==> config.mk <==
export PLATFORM = sky130hd
export DESIGN_NAME = serial_frame_rx
export DESIGN_NICKNAME = d
export VERILOG_FILES = /design/src/rtl/serial_frame_rx_pkg.sv /design/src/rtl/serial_frame_rx_sync.sv /design/src/rtl/serial_frame_rx.sv
export SDC_FILE = /design/constraint.sdc
export NUM_CORES = 1
export LEC_CHECK = 0
export ABC_AREA = 1
export CORE_MARGIN = 2
export CORE_UTILIZATION = 45
export CTS_CLUSTER_SIZE = 40
export DETAILED_ROUTE_END_ITERATION = 12
export GPL_TIMING_DRIVEN = 0
export PLACE_DENSITY = 0.67
export SLEW_MARGIN = 20
export SYNTH_ARGS = -nofsm -noshare
export SYNTH_HDL_FRONTEND = slang
export SYNTH_HIERARCHICAL = 1
export SYNTH_SLANG_ARGS = --single-unit
==> constraint.sdc <==
create_clock -name clk -period 3.9 [get_ports clk]
set_clock_uncertainty 0.15 [all_clocks]
set_input_delay 0.39 -clock clk [delete_from_list [all_inputs] [get_ports clk]]
set_output_delay 0.39 -clock clk [all_outputs]
set_load 0.05 [all_outputs]
==> src/rtl/serial_frame_rx_pkg.sv <==
// Shared definitions for the serial frame receiver.
//   state_t     : receiver FSM encoding (IDLE=0, START=1, DATA=2, STOP=3)
//   FRAME_BITS  : number of payload bits captured per frame (b1..b5 + parity)
package serial_frame_rx_pkg;

   typedef enum logic [1:0] {
      ST_IDLE  = 2'd0,
      ST_START = 2'd1,
      ST_DATA  = 2'd2,
      ST_STOP  = 2'd3
   } state_t;

   localparam int FRAME_BITS = 6;

endpackage : serial_frame_rx_pkg

==> src/rtl/serial_frame_rx_sync.sv <==
// Two-flop synchroniser for the asynchronous serial line plus a falling-edge
// detector on the synchronised value.
// Ports:
//   clk   in  system clock
//   rst_n in  asynchronous active-low reset (all flops reset to line-idle 1)
//   rx    in  raw asynchronous serial line
//   rx_s  out synchronised line value
//   fall  out high for one cycle when rx_s goes 1 -> 0
module rx_sync (
   input  logic clk,
   input  logic rst_n,
   input  logic rx,
   output logic rx_s,
   output logic fall
);

   logic r_meta;
   logic r_sync;
   logic r_prev;

   always_ff @(posedge clk or negedge rst_n) begin
      if (!rst_n) begin
         r_meta <= 1'b1;
         r_sync <= 1'b1;
         r_prev <= 1'b1;
      end else begin
         r_meta <= rx;
         r_sync <= r_meta;
         r_prev <= r_sync;
      end
   end

   assign rx_s = r_sync;
   assign fall = r_prev & ~r_sync;

endmodule : rx_sync

==> src/rtl/serial_frame_rx.sv <==
// Deserialises a UART-style frame (start, b1..b5, parity, stop) from one serial
// line and holds the last good frame on registered outputs for the downstream
// parity checker / decoder. Parity is forwarded unchecked.
// Ports:
//   clk          in  system clock, rising edge
//   rst_n        in  asynchronous active-low reset
//   rx           in  asynchronous serial line, idle high
//   b1..b5       out received data bits, b1 first on the line
//   b_par        out received parity bit
//   frame_valid  out 1-cycle pulse when b1..b5/b_par update
//   frame_err    out 1-cycle pulse when the stop bit is sampled low
//   busy         out high whenever the FSM is not idle
//   dbg_state    out current FSM state, for observation only
module serial_frame_rx
   import serial_frame_rx_pkg::*;
#(
   parameter int CLKS_PER_BIT = 16
) (
   input  logic   clk,
   input  logic   rst_n,
   input  logic   rx,
   output logic   b1,
   output logic   b2,
   output logic   b3,
   output logic   b4,
   output logic   b5,
   output logic   b_par,
   output logic   frame_valid,
   output logic   frame_err,
   output logic   busy,
   output state_t dbg_state
);

   localparam int CW = $clog2(CLKS_PER_BIT);
   localparam logic [CW-1:0] HALF_M1  = CW'(CLKS_PER_BIT / 2 - 1);
   localparam logic [CW-1:0] FULL_M1  = CW'(CLKS_PER_BIT - 1);
   localparam logic [2:0]    LAST_IDX = 3'(FRAME_BITS - 1);

   logic                  w_rx_s;
   logic                  w_fall;

   state_t                r_state;
   state_t                w_next_state;
   logic [CW-1:0]         r_cnt;
   logic [CW-1:0]         w_cnt_next;
   logic [2:0]            r_bit_idx;
   logic [2:0]            w_idx_next;
   logic [FRAME_BITS-1:0] r_shift;
   logic [FRAME_BITS-1:0] w_shift_next;
   logic [FRAME_BITS-1:0] r_data;
   logic                  r_frame_valid;
   logic                  r_frame_err;
   logic                  w_load;
   logic                  w_err;

   rx_sync u_rx_sync (
      .clk   (clk),
      .rst_n (rst_n),
      .rx    (rx),
      .rx_s  (w_rx_s),
      .fall  (w_fall)
   );

   // Handshake: there is no back-pressure. frame_valid / frame_err are
   // single-cycle strobes; b1..b5/b_par are stable from the frame_valid cycle
   // until the next frame_valid or reset.
   always_comb begin
      w_next_state = r_state;
      w_cnt_next   = r_cnt;
      w_idx_next   = r_bit_idx;
      w_shift_next = r_shift;
      w_load       = 1'b0;
      w_err        = 1'b0;
      case (r_state)
         ST_IDLE: begin
            w_cnt_next = '0;
            if (w_fall) begin
               w_next_state = ST_START;
            end
         end
         ST_START: begin
            // Re-check the line at mid start bit to reject short glitches.
            if (r_cnt == HALF_M1) begin
               w_cnt_next = '0;
               if (!w_rx_s) begin
                  w_next_state = ST_DATA;
                  w_idx_next   = '0;
               end else begin
                  w_next_state = ST_IDLE;
               end
            end else begin
               w_cnt_next = r_cnt + 1'b1;
            end
         end
         ST_DATA: begin
            // Counter was re-zeroed at mid start bit, so every full bit
            // period from here lands on mid-bit.
            if (r_cnt == FULL_M1) begin
               w_cnt_next              = '0;
               w_shift_next[r_bit_idx] = w_rx_s;
               if (r_bit_idx == LAST_IDX) begin
                  w_next_state = ST_STOP;
               end else begin
                  w_idx_next = r_bit_idx + 1'b1;
               end
            end else begin
               w_cnt_next = r_cnt + 1'b1;
            end
         end
         ST_STOP: begin
            // Return to IDLE at mid stop bit so a back-to-back start edge
            // half a bit later is still caught.
            if (r_cnt == FULL_M1) begin
               w_cnt_next   = '0;
               w_next_state = ST_IDLE;
               if (w_rx_s) begin
                  w_load = 1'b1;
               end else begin
                  w_err = 1'b1;
               end
            end else begin
               w_cnt_next = r_cnt + 1'b1;
            end
         end
         default: begin
            w_next_state = ST_IDLE;
            w_cnt_next   = '0;
         end
      endcase
   end

   always_ff @(posedge clk or negedge rst_n) begin
      if (!rst_n) begin
         r_state       <= ST_IDLE;
         r_cnt         <= '0;
         r_bit_idx     <= '0;
         r_shift       <= '0;
         r_data        <= '0;
         r_frame_valid <= 1'b0;
         r_frame_err   <= 1'b0;
      end else begin
         r_state       <= w_next_state;
         r_cnt         <= w_cnt_next;
         r_bit_idx     <= w_idx_next;
         r_shift       <= w_shift_next;
         r_frame_valid <= w_load;
         r_frame_err   <= w_err;
         if (w_load) begin
            r_data <= r_shift;
         end
      end
   end

   // Shift register bit 0 holds the first data bit on the line (b1).
   assign b1          = r_data[0];
   assign b2          = r_data[1];
   assign b3          = r_data[2];
   assign b4          = r_data[3];
   assign b5          = r_data[4];
   assign b_par       = r_data[5];
   assign frame_valid = r_frame_valid;
   assign frame_err   = r_frame_err;
   assign busy        = (r_state != ST_IDLE);
   assign dbg_state   = r_state;

endmodule : serial_frame_rx
# Word-level counts from Yosys, hierarchy flattened
# Index checks and enable logic that the tools add are counted.
[classes]
add_sub_neg = 2
magnitude_cmp = 2
n_eq_ne = 13
muxes = 24
n_bitwise = 2
reduce_logical = 8
[ops]
columns = ["op", "count"]
rows = [
  ["$mux 2", 6],
  ["$mux 3", 4],
  ["$ne 2x2->1 const B", 6],
  ["$pmux 4 s3", 1],
  ["$reduce_and 5->1", 2],
  ["$mux 4", 2],
  ["$pmux 2 s4", 1],
  ["$mux 1", 7],
  ["$bwmux 6", 1],
  ["$pmux 3 s2", 1],
  ["$add 4x1->4 const B", 1],
  ["$eq 2x2->1 const B", 2],
  ["$eq 4x3->1 const B", 1],
  ["$eq 4x4->1 const B", 1],
  ["$lt 3x4->1 const B", 1],
  ["$reduce_bool 2->1", 2],
  ["$add 3x1->3 const B", 1],
  ["$demux 1 s3", 1],
  ["$eq 3x3->1 const B", 1],
  ["$ge 3x1->1 const B", 1],
  ["$eq 2x1->1 const B", 1],
  ["$logic_not 2->1", 1],
  ["$ne 2x1->1 const B", 1],
  ["$reduce_and 2->1", 1],
  ["other kinds (4)", 4],
]
[word_totals]
reg_bits = 26
word_cells = 61

# Logic depth before layout (Yosys ltp)
# Gate-level depths: netlist of the first run.
[logic_depth]
word_depth = 5
depth_mapped = 9

# Hierarchy
# Netlist of the first run, hierarchy kept.
[modules_own_cells]
columns = ["mod", "n_inst", "cells_each", "area_per_inst_um2", "seq_area_each_um2"]
rows = [
  ["serial_frame_rx", 1, 125, 1052.3, 575.6],
  ["rx_sync", 1, 5, 88.8, 78.8],
]

# Worst setup path before layout of the first run
# OpenSTA, ideal clock, no wires.
[synth_path]
kind = "reg-to-output"
startpoint = "register r_state[0] (netlist: dbg_state[0])"
endpoint = "output port busy"
arrival_time_ns = 1.300
required_time_ns = 3.360
setup_slack_ns = 2.060
stages_incl_launch_ff = 3
path_cell_list = "dfrtp_1 -> nor2_1 -> inv_1"
[synth_between]
elab_chain_cells = 1
[synth_rtl]
columns = ["item", "line_no", "text"]
rows = [
  ["start: declaration", "serial_frame_rx.sv:42", "state_t r_state;"],
  ["start signal: assignment", "serial_frame_rx.sv:142", "r_state <= w_next_state;"],
  ["$reduce_bool 2->1", "serial_frame_rx.sv:163", "assign busy = (r_state != ST_IDLE);"],
  ["end: declaration", "serial_frame_rx.sv:30", "output logic busy,"],
]
# Every way passes these cells.

# Final worst setup path of the first run
# Ends and elaborated chain as after synthesis.

==> results.sh, run 1 <==
export IMPL_ys_ff_latch=26
export IMPL_fin_ws_ps=1400
export IMPL_wl_mm=1.99
export IMPL_vias=867
export IMPL_p_seq_frac=0.488
export IMPL_setup_tns_ps=0
export IMPL_vdd_drop_max_uv=423
export IMPL_synth_common_cells="47 x nand2_1, 23 x dfrtp_1, 9 x inv_1, 9 x nand3_1, 8 x nor2_1"
export IMPL_grt_use_total=0.160
export IMPL_place_congestion=0.814
export IMPL_cts_buffers_inserted=3
export IMPL_cp_required_ps=3360
export IMPL_synthArstFlopShare=1.00
export IMPL_clkTransAtPathRegs_ps=130
export IMPL_placed_area_um2=1310
export IMPL_cts_tree="done"
export IMPL_dpl_cell_count=173
export IMPL_cts_resized=0
export IMPL_antenna_found_initial=0
export IMPL_maxCapViolCount=0
export IMPL_worst_ep_arrival_time_ps=1960
export IMPL_synth_cell_types=18
export IMPL_fin_hold_ws_ps=216
export IMPL_start_util=0.469
export IMPL_die_area_um2=2950
export IMPL_synthesis_area_um2=1140
export IMPL_status="finished clean"
export IMPL_min_path_type="flip-flop to flip-flop"
export IMPL_fmax_mhz=399
export IMPL_antenna_cells=0
export IMPL_avgSynthCellArea_um2=8.78
export IMPL_stdcell_count=178
export IMPL_start_kind="flip-flop"
export IMPL_place_hpwl_mm=1.45
export IMPL_remaining_drc_errors=0
export IMPL_utilization=0.551
export IMPL_clk_latency_ps=320
export IMPL_synth_ff_type="dfrtp_1"
export IMPL_period_share=0.642
export IMPL_synth_nets=136
export IMPL_nNetsFinal=155
export IMPL_stdcell_area_um2=1340
export IMPL_grt_pass1_vias=782
export IMPL_swShare=0.401
export IMPL_netlist_instances=130
export IMPL_critPathMaxFanout=8
export IMPL_coreArea_um2=2430
export IMPL_finalSetupViolCount=0
export IMPL_root_buffer="clkbuf_4"
export IMPL_yosysTopAreaCellShare=0.504
export IMPL_grt_overflow_total=0
export IMPL_io_pins=14
export IMPL_p_clk_frac=0.167
export IMPL_yosysSeqAreaShare=0.573
export IMPL_power_total_mw=0.689
export IMPL_wire_per_inst_um=11.2
export IMPL_die_h_um=54.4
export IMPL_slew_headroom=0.629
export IMPL_firstDrtPassIters=4
export IMPL_syn_to_final_growth_pct=17.4
export IMPL_synth_edf_count=0
export IMPL_postRouteAntennaNets=0
export IMPL_endpoint_kind="primary output"
export IMPL_max_slew_worst_pin_slew_ps=556
export IMPL_postCtsSetupBuffers=0
export IMPL_yosysMostFrequentCell="nand2_1"
export IMPL_finalHoldViolations=0
export IMPL_clkSinkCount=26
export IMPL_htree_levels=1
export IMPL_rsz0062_at_grt="no"
export IMPL_switchingPower_mw=0.276
export IMPL_p_int_mw=0.413
export IMPL_crit_type="flip-flop to primary output"
export IMPL_grt_pass1_wl_mm=3.35
export IMPL_grt_max_degree=27
export IMPL_leakage_nw=0.676
export IMPL_synth_top_area_cell="dfrtp_1"
export IMPL_cts_hold_buf=0
export IMPL_slew_violations=0
export IMPL_portBuffers=13
export IMPL_synth_area_leaders="dfrtp_1 50%, nand2_1 15%, dfstp_2 6.9%, nand3_1 3.9%, ha_1 3.3%"
export IMPL_final_min_clock_period_ps=2500
export IMPL_drive_gt1_frac=0.135
export IMPL_clock_path_buffers=2
export IMPL_routed_via_density=4.87
export IMPL_drt_iter0_markers=6
export IMPL_core_rowCount=18
export IMPL_yosys_warnings=6
export IMPL_power_density_nw_per_um2=514
export IMPL_p_comb_frac=0.344
export IMPL_pre_cts_ws_ps=1760
export IMPL_die_w_um=54.4
## final timing paths
path	to	cells past startpoint	from	slack [ps]
max	busy	3	dbg_state[0]	1400
min in group asynchronous	frame_valid	2	rst_n	420
min reg2reg	u_rx_sync/rx_s	0	u_rx_sync/r_meta	220
min	u_rx_sync/rx_s	0	u_rx_sync/r_meta	220
max in group asynchronous	u_rx_sync/r_meta	2	rst_n	2810
max reg2reg	r_shift[2]	8	r_cnt[0]	2260
## routing by layer
metal  vias up  part of all wire  GRT usage
met2        14              0.46      0.245
met5         -                 0          0
met3         5             0.033     0.0328
met1       400              0.49      0.222
li1        448                 -          -
met4         0             0.019     0.0625
## state kept, by name, summed over array words and instances, names as in the netlist, named ones only
signal            cells
r_data                6
r_shift               6
r_cnt                 4
r_bit_idx             3
dbg_state             1
frame_err             1
frame_valid           1
u_rx_sync/r_meta      1
u_rx_sync/r_prev      1
u_rx_sync/rx_s        1
## power groups by stage
stage / sequential, mW / combinational, mW / clock (mW)
after floorplan: 0.367 / 0.144 / 0
after detailed placement: 0.341 / 0.239 / 0
after CTS: 0.337 / 0.239 / 0.118
final: 0.336 / 0.237 / 0.115
after global routing: 0.342 / 0.263 / 0.134
after global placement: 0.339 / 0.232 / 0
## final cells by class
| cell class | count | area, µm² |
|---|---|---|
| fill | 229 | 1090 |
| inverter | 14 | 52.6 |
| clock buffer | 4 | 26.3 |
| tap | 30 | 37.5 |
| sequential | 26 | 654 |
| timing repair buffer | 14 | 135 |
| multi-input combinational | 90 | 434 |
## cells by family (layout without fill, tap and decap cells)
kind of cell | after synthesis | in the layout | share of synthesized area
and+or+nand+nor | 73 | 73 | 0.283
adders and majority gates | 3 | 3 | 0.0329
DFF | 26 | 26 | 0.573
buffers and inverters | 14 | 32 | 0.0461
AOI/OAI and AO/OA | 13 | 13 | 0.0570
xor gates and xnor gates | 1 | 1 | 0.00768
## worst max-delay path, cell delays in order (launching register included)
cell             delay [ps]
dfrtp_1                 570
nor2_1                  170
inv_1                   110
clkdlybuf4s50_1         800
## cells in the final DEF, fill, tap and decap left out
master,count
ha_1,3
nand2_1,47
dfstp_2,3
o21ai_0,2
a21oi_1,4
inv_2,5
dfrtp_1,23
buf_2,1
nand4_2,1
o21ai_1,7
dlygate4sd3_1,1
nor2_4,1
clkbuf_4,3
inv_1,9
clkdlybuf4s50_1,12
xor2_1,1
nor4_1,1
clkbuf_1,1
nand3_1,9
nand2_2,1
nor2_2,4
nand3_2,1
nor2_1,8
No activity file was read; power rests on OpenSTA's default activity.
==> run 2, diff against run 1 <==
PLACE_DENSITY = 0.69   (was 0.67)
clock period = 2.3 ns   (was 3.9 ns; I/O delays follow)
==> run 2 against run 1 <==
Register-to-register slack worse by 1600 ps. Hold slack got worse by 59 ps. Flip-flop and latch count unchanged. Die area unchanged. Sequential share of layout area is 0.90 points lower. Power up 84%. Non-clock buffer count stayed put. Clock power increased to 2.7 times the previous value. Setup slack got worse by 1200 ps. Core utilization up 1.0 points. Global-route usage is 0.061 points lower. Final area grew 1.9%.
==> results.sh, run 2 (synthesis results as in run 1) <==
export IMPL_start_util=0.469
export IMPL_critPathMaxStageDelay_ps=880
export IMPL_layout_commonest_cell="nand2_1"
export IMPL_wl_mm=1.92
export IMPL_postCtsSetupBuffers=0
export IMPL_firstDrtPassIters=4
export IMPL_grt_max_degree=27
export IMPL_clk_latency_ps=310
export IMPL_cp_required_ps=1920
export IMPL_crit_type="flip-flop to primary output"
export IMPL_rsz0062_at_grt="no"
export IMPL_critPathTopFamily="buffers and inverters"
export IMPL_grt_overflow_total=0
export IMPL_cts_buffers_inserted=3
export IMPL_setup_tns_ps=0
export IMPL_root_buffer="clkbuf_4"
export IMPL_rrSetupSlack_ps=680
export IMPL_dr_wl_met2_um=914
export IMPL_grt_pass1_wl_mm=3.33
export IMPL_top_regs="r_data x6, r_shift x6, r_cnt x4"
export IMPL_syn_to_final_growth_pct=19.6
export IMPL_place_congestion=0.807
export IMPL_fmax_mhz=470
export IMPL_cts_tree="done"
export IMPL_clock_path_buffers=2
export IMPL_drt_iter0_markers=17
export IMPL_nNetsFinal=155
export IMPL_power_density_nw_per_um2=930
export IMPL_place_hpwl_mm=1.45
export IMPL_crit_path_top_delay_cell="clkdlybuf4s50_1"
export IMPL_vias=879
export IMPL_grt_use_total=0.159
export IMPL_fin_hold_ws_ps=158
export IMPL_min_path_type="input pin to flip-flop"
export IMPL_portBuffers=13
export IMPL_die_w_um=54.4
export IMPL_postRouteAntennaNets=0
export IMPL_routed_via_density=4.94
export IMPL_antenna_cells=0
export IMPL_io_pins=14
export IMPL_endpoint_kind="primary output"
export IMPL_die_area_um2=2950
export IMPL_die_h_um=54.4
export IMPL_worst_ep_arrival_time_ps=1750
export IMPL_wire_per_inst_um=10.8
export IMPL_coreArea_um2=2430
export IMPL_grt_pass1_vias=803
export IMPL_path_buf_inv=1
export IMPL_path_cells="clkdlybuf4s50_1"
export IMPL_maxCapViolCount=0
export IMPL_critPathMaxFanout=8
export IMPL_slew_violations=0
export IMPL_slew_headroom=0.634
export IMPL_core_rowCount=18
export IMPL_period_share=0.926
export IMPL_wl_met1_um=913
export IMPL_max_slew_worst_pin_slew_ps=549
export IMPL_final_cell_mix="47 x nand2_1, 23 x dfrtp_1, 11 x clkdlybuf4s50_1"
export IMPL_drive_gt1_frac=0.142
export IMPL_clkSinkCount=26
export IMPL_finalHoldViolations=0
export IMPL_start_kind="flip-flop"
export IMPL_final_min_clock_period_ps=2130
export IMPL_clkTransAtPathRegs_ps=140
export IMPL_fill_cells=222
export IMPL_leakage_nw=0.689
export IMPL_finalSetupViolCount=0
export IMPL_dr_wl_met3_um=79
export IMPL_remaining_drc_errors=0
export IMPL_antenna_found_initial=0
export IMPL_status="finished clean"
export IMPL_vdd_drop_max_uv=719
export IMPL_routed_top_layer="met4"
export IMPL_htree_levels=1
## run 2: cell types whose count changed in the layout (fill, tap and decap cells not counted), sizes merged
cell           change
bufinv             +1
clkbuf             -1
clkdlybuf4s50      -1
dlygate4sd2        +1
## run 2: what timing repair did
action | in CTS | in global routing
hold endpoints to repair | 0 | 23
gates resized for setup | 1 | 0
endpoints found under the setup margin | 1 | 0
hold buffers | 0 | 1
## run 2: metrics by stage
step | area, µm² | setup WS, ps | utilization | power [mW] | instances
5_1_grt | 1370 | 88.6 | 0.561 | 1.36 | 178
4_1_cts | 1360 | 136 | 0.559 | 1.28 | 177
2_1_floorplan | 1140 | 503 | - | 0.866 | 130
6_report | 1370 | 170 | 0.561 | 1.27 | 178
3_5_place_dp | 1310 | 352 | 0.538 | 0.981 | 173
3_3_place_gp | 1310 | 361 | 0.538 | 0.966 | 173
## run 2: path summary, 6_finish.rpt
kind                                   from               end  cells past startpoint
hold / removal                           rx  u_rx_sync/r_meta                      1
min in group asynchronous             rst_n         r_data[2]                      2
max in group asynchronous             rst_n  u_rx_sync/r_prev                      2
hold reg to reg            u_rx_sync/r_meta    u_rx_sync/rx_s                      0
setup reg to reg                   r_cnt[0]        r_shift[4]                      8
setup / recovery               dbg_state[0]      dbg_state[0]                      1
## run 2: metal layers
metal / track usage / vias to the layer above
met1: 0.206 / 410
met2: 0.267 / 20
li1: - / 447
met4: 0.0625 / 0
met3: 0.0246 / 2
met5: 0 / -
## run 2: layout make-up
type	count	area, µm²	area share
multi-input cells	90	434	0.318
repair buffers	14	134	0.0981
clock buffers	3	22.5	0.0165
inverters	14	52.6	0.0385
flip-flops and latches	26	654	0.479
well taps	30	37.5	0.0275
clock inverters	1	30.0	0.0220
## run 2: power by group
group | total (mW) | switching [mW] | internal, mW
clock network | 0.305 | 0.129 | 0.176
registers | 0.568 | 0.0639 | 0.504
logic | 0.396 | 0.275 | 0.121
total | 1.27 | 0.469 | 0.801
